### config.mk
export PLATFORM = sky130hd
export DESIGN_NAME = serial_word_receiver
export DESIGN_NICKNAME = d
export VERILOG_FILES = /design/src/rtl/serial_word_receiver.sv
export SDC_FILE = /design/constraint.sdc
export NUM_CORES = 1
export LEC_CHECK = 0
export CAP_MARGIN = 40
export CORE_MARGIN = 2
export CORE_UTILIZATION = 50
export DETAILED_ROUTE_END_ITERATION = 6
export HOLD_SLACK_MARGIN = 0.12
export PLACE_DENSITY = 0.76
export SYNTH_ARGS = -nofsm -noshare
export SYNTH_HDL_FRONTEND = slang
export SYNTH_SLANG_ARGS = --single-unit
### constraint.sdc
create_clock -name clk -period 2.6 [get_ports clk]
set_clock_uncertainty 0.2 [all_clocks]
set_input_delay 0.26 -clock clk [delete_from_list [all_inputs] [get_ports clk]]
set_output_delay 0.26 -clock clk [all_outputs]
set_load 0.01 [all_outputs]
### src/rtl/serial_word_receiver.sv
// ---------------------------------------------------------------------------
// SerialWordReceiver
//
// Purpose:
//   Assembles MSB-first serial bits into (WIDTH+1)-bit words. A frame begins
//   with a strobed bit that carries the 'first' marker. The word completes on
//   the edge that samples its (WIDTH+1)-th bit. It is then handed to a
//   one-entry output buffer with a valid/ready handshake.
//
//   Sticky flags report two error cases:
//     overrun  - a completed word was dropped because the buffer was full.
//     sync_err - a new frame marker arrived before the current frame finished.
//
// Ports:
//   clk       in   system clock; all state changes on the rising edge
//   res       in   asynchronous active-low reset
//   ser_in    in   serial data bit, MSB first
//   ser_en    in   bit strobe; ser_in/first are only looked at when high
//   first     in   frame marker, qualified by ser_en
//   ready     in   downstream accepts data_out when valid && ready
//   clr       in   synchronous clear of overrun and sync_err
//   data_out  out  assembled word, stable while valid && !ready
//   valid     out  data_out holds a word not yet accepted
//   busy      out  a frame is being shifted in
//   overrun   out  sticky: completed word dropped (buffer full)
//   sync_err  out  sticky: frame restarted mid-word, partial word lost
// ---------------------------------------------------------------------------
module serial_word_receiver #(
    parameter int WIDTH = 5
) (
    input  logic           clk,
    input  logic           res,
    input  logic           ser_in,
    input  logic           ser_en,
    input  logic           first,
    input  logic           ready,
    input  logic           clr,
    output logic [WIDTH:0] data_out,
    output logic           valid,
    output logic           busy,
    output logic           overrun,
    output logic           sync_err
);

    // The counter must be able to hold 0..WIDTH+1.
    localparam int CW = $clog2(WIDTH + 2);

    // Count value in SHIFT at the moment the final bit of a word is strobed.
    localparam logic [CW-1:0] LAST_COUNT = CW'(WIDTH);

    typedef enum logic {
        IDLE,
        SHIFT
    } state_t;

    state_t         state;
    state_t         stateNext;
    logic [CW-1:0]  count;
    logic [CW-1:0]  countNext;
    logic [WIDTH:0] shiftReg;
    logic [WIDTH:0] shiftNext;
    logic           complete;
    logic [WIDTH:0] word;
    logic           syncSet;
    logic           overrunSet;

    // Next-state logic for the framing FSM.
    //
    // Bit placement: the k-th bit of a frame (k = 0 for the MSB) is written
    // at index WIDTH-k. The frame therefore fills from the MSB downwards, and
    // the final bit lands at index 0.
    //
    // 'word' is the fully assembled value, available on the completing edge.
    // The output buffer can then load it with no extra cycle of latency.
    always_comb begin
        stateNext = state;
        countNext = count;
        shiftNext = shiftReg;
        complete  = 1'b0;
        word      = shiftReg;
        syncSet   = 1'b0;

        unique case (state)
            IDLE: begin
                // Strobed bits without a frame marker are ignored here.
                if (ser_en && first) begin
                    shiftNext        = '0;
                    shiftNext[WIDTH] = ser_in;
                    if (WIDTH == 0) begin
                        // A one-bit word completes on its only bit.
                        complete  = 1'b1;
                        word      = shiftNext;
                        countNext = '0;
                    end else begin
                        countNext = CW'(1);
                        stateNext = SHIFT;
                    end
                end
            end

            SHIFT: begin
                if (ser_en) begin
                    if (first) begin
                        // A marker arrived mid-frame: drop the partial word
                        // and restart with this bit as the new MSB.
                        syncSet          = 1'b1;
                        shiftNext        = '0;
                        shiftNext[WIDTH] = ser_in;
                        countNext        = CW'(1);
                    end else begin
                        for (int i = 0; i <= WIDTH; i++) begin
                            if (i == WIDTH - int'(count)) begin
                                shiftNext[i] = ser_in;
                            end
                        end
                        if (count == LAST_COUNT) begin
                            complete  = 1'b1;
                            word      = shiftNext;
                            countNext = '0;
                            stateNext = IDLE;
                        end else begin
                            countNext = count + 1'b1;
                        end
                    end
                end
            end

            default: begin
                stateNext = IDLE;
            end
        endcase
    end

    // Framing state, bit counter and partial-word register.
    always_ff @(posedge clk or negedge res) begin
        if (!res) begin
            state    <= IDLE;
            count    <= '0;
            shiftReg <= '0;
        end else begin
            state    <= stateNext;
            count    <= countNext;
            shiftReg <= shiftNext;
        end
    end

    // A completed word is lost only if the buffer is full and is not being
    // emptied on this same edge.
    assign overrunSet = complete && valid && !ready;

    // One-entry output buffer.
    //
    // A completed word may replace a word that is being accepted on the same
    // edge. Otherwise, an accepted word simply empties the buffer. data_out
    // keeps its last value after acceptance. valid depends only on registered
    // state, so there is no combinational path from ready to valid.
    always_ff @(posedge clk or negedge res) begin
        if (!res) begin
            data_out <= '0;
            valid    <= 1'b0;
        end else if (complete) begin
            if (!valid || ready) begin
                data_out <= word;
                valid    <= 1'b1;
            end
        end else if (valid && ready) begin
            valid <= 1'b0;
        end
    end

    // Sticky error flags. A set event on the same edge as clr wins, so an
    // error occurring during a clear is never lost.
    always_ff @(posedge clk or negedge res) begin
        if (!res) begin
            overrun  <= 1'b0;
            sync_err <= 1'b0;
        end else begin
            overrun  <= overrunSet | (overrun & ~clr);
            sync_err <= syncSet | (sync_err & ~clr);
        end
    end

    assign busy = (state == SHIFT);

endmodule

==> impl_results.md <==
* P&R area growth vs syn at 24.4%
* DR vias at roughly 670
* Vias in the first global route at 666
* Syn Inst Count at 85
* Reg2reg end: data_out[5]
* Root buf cell: clkbuf_4
* Mean Syn Cell Area at 11.4 µm²
* Die height at 48.1 µm
* CP max stage cell: dfrtp_1
* Initial Util at 0.545
* Synth warn at 0
* Max H-tree Level at 1
* Pwr/cell area at 861 nW/µm²
* Worst rel slew slack at 0.601
* Fillers at 132
* First-pass GRT wire length at 2.97 mm
* Crit path arrival time at 2.02 ns
* Global route overflow at 0
* R2R Setup Slk at approximately 0.57 ns
* Top-area cell type share of the netlist area at 0.490
* #FFs+latches synth at 19
* Hold path depth at 2
* DR DRC count at 0
* Cell taking the most area after synthesis: dfrtp_1
* Number of cells on the critical path at 5
* Clock Latency Late Sink at 0.30 ns
* Drt total wl at 1.69 mm
* Most frequent cell after synthesis: dfrtp_1
* Reg-to-Reg Start: count[1]
* # diodes at 0
* Setup TNS at 0 ns
* Final nets at roughly 120
* Fin crit share at 0.780
* Hold_sp: shiftReg[1]
* Chip width at approximately 48 µm
* Clock sinks at 19
* Placement Setup Slack at ~0.45 ns
* I/O pin cnt at 17
* CTS tree: built
* 1st-iter DRT viols at 9
* Post-DP HPWL at 1.23 mm
* Outcome: complete, no violations
* Crit-path max FO at 6
* WP data required at 2.60 ns
* Placed inst area at 1170 µm²
* Router iterations before antenna repair at 4
* Setup CP Type: flop to flop
* Routability Congestion at 0.791
* Ys async rst share at 1.00
* Syn Nets at 99
* Number of buffers added on ports at 16
* Dominant synthesized flop cell: dfrtp_1
* Design area at 1210 µm²
* Core area at 1780 µm²
* Crit path max-delay family: simple AND/OR/NAND/NOR gates
* Hold Path Class: flop to flop
* Slew of the pin with the lowest slew margin at between 0.5 and 0.6 ns
* Core Rows at 15
* Clk buf depth at 2
* Final setup vio count at 0
* Final hold vios at 0
* Wire per inst at 12.8 µm
* Setup ws final at about 0.57 ns
* TritonCTS buffer count at 3
* Crit-path cells: inv_1 -> ha_1 -> nand2_1 -> nor3b_4 -> mux2_4
* Area contributors post-synth: dfrtp_1 49%, ha_1 9.0%, mux2i_1 8.2%
* Vias/cell at between 5 and 6
* Peak supply drop at 0.524 mV
* Reg clk slew, reported paths at 0.10 ns
* CP endpoint kind: flop
* Leakage at 0.573 nW
* Critical Path Start Type: flop
* Min Tclk post-route at 2.03 ns
* Post-layout util at 0.677
* Global Route Usage Sum at 0.198
* Largest net degree at the start of global routing at 20
* Max-slew violation count at 0
* Die area at 2310 µm²
* Mapped cell area at 971 µm²
* Cell variety after synth at 23
* Post-route ant nets at 0
* Hold Crit Endpoint: shiftReg[1]
* Post-CTS Resized at 0
* EDFF count, synth at 0
* Post-CTS Setup Bufs at 0
* Fmax at 493 MHz
* Top post-synthesis cells by count: 19 x dfrtp_1, 12 x nand2_1, 9 x inv_1, 8 x mux2i_1, 8 x o21ai_0
* Max Cap Violations at 0
* Slowest Stage Delay on Critical Path at 0.44 ns
* Sequential area share after synthesis at 0.490
* Reg2Reg Depth at 5
* Antenna violations before repair at 0
* CP bufs+invs at 1
* RSZ-0062 raised after global routing: no
* Layout cells sized above 1 at 0.121
==> flip-flops by register name, indices dropped and copies added (netlist names) <==
| name | cells |
|---|---|
| valid | 1 |
| count | 3 |
| data_out | 6 |
| busy | 1 |
| shiftReg | 6 |
| overrun | 1 |
| sync_err | 1 |
==> worst reg2reg max path, delay by kind of cell (launching register included) <==
family,cells,cell delay [ns]
buffers and inverters,1,0.14
multiplexers,1,0.34
flip-flops,1,0.44
AND/OR/NAND/NOR,2,0.60
adder cells (fa/ha/maj),1,0.20
==> cell type report <==
cell class	instances	area, µm²	share of cell area
Clock inverter	1	5.00	0.00415
Multi-Input combinational cell	57	462	0.382
Timing Repair Buffer	18	178	0.147
Inverter	9	33.8	0.0280
Sequential cell	19	475	0.394
Tap cell	25	31.3	0.0259
Clock buffer	3	22.5	0.0187
==> where the power goes <==
group / switching, mW / internal [mW]
clock network: 0.0950 / 0.0575
registers: 0.0726 / 0.380
logic: 0.199 / 0.236
==> per-layer routing <==
| metal | GRT usage | wire length [µm] | vias to the layer above |
|---|---|---|---|
| li1 | - | - | 335 |
| met1 | 0.251 | 836 | 315 |
| met2 | 0.285 | 745 | 12 |
| met3 | 0.0528 | 58 | 4 |
| met4 | 0.151 | 51 | 0 |
| met5 | 0 | 0 | - |
==> cell families (layout without fill, tap and decap cells) <==
group / count (synthesis) / in the layout / share of synthesized area
buffers and inverters: 9 / 31 / 0.0348
adders and majority gates: 7 / 7 / 0.0902
and+or+nand+nor: 22 / 22 / 0.135
AOI/OAI and AO/OA: 15 / 15 / 0.102
muxes: 13 / 13 / 0.148
DFF: 19 / 19 / 0.490
==> per-stage QoR <==
stage	cells	power, mW	hold WS [ns]
floorplan	85	0.725	-0.236
global placement	127	0.888	0.263
detailed placement	127	0.896	0.271
CTS	132	1.05	0.296
global route	132	1.13	0.324
finish	132	1.04	0.295
==> layout by cell type (no fill, tap or decap), drive strengths merged <==
master | Yosys | layout
a21o | 1 | 1
a221oi | 1 | 1
a22o | 2 | 2
a32o | 1 | 1
and3 | 1 | 1
buf | 0 | 1
clkbuf | 0 | 3
clkdlybuf4s50 | 0 | 16
clkinv | 0 | 1
dfrtp | 19 | 19
dlygate4sd3 | 0 | 1
ha | 7 | 7
inv | 9 | 9
mux2 | 5 | 5
mux2i | 8 | 8
nand2 | 12 | 12
nand2b | 2 | 2
nand3 | 2 | 2
nand3b | 2 | 2
nor2 | 1 | 1
nor3b | 1 | 1
o21ai | 9 | 9
o32ai | 1 | 1
or2b | 1 | 1
==> how the worst max path moves through the flow <==
stage	from	end
after detailed placement	ser_en	data_out[5]
final	count[1]	data_out[5]
after floorplan	count[1]	data_out[0]
after CTS	count[1]	data_out[5]
after global placement	ser_en	data_out[5]
after global routing	count[1]	data_out[5]
==> repair_timing <==
action | in CTS | in global routing
hold buffers | 1 | 0
endpoints found under the hold margin | 19 | 0
endpoints found under the setup margin | 0 | 0
Note: power is estimated with default switching activity, not from simulation.
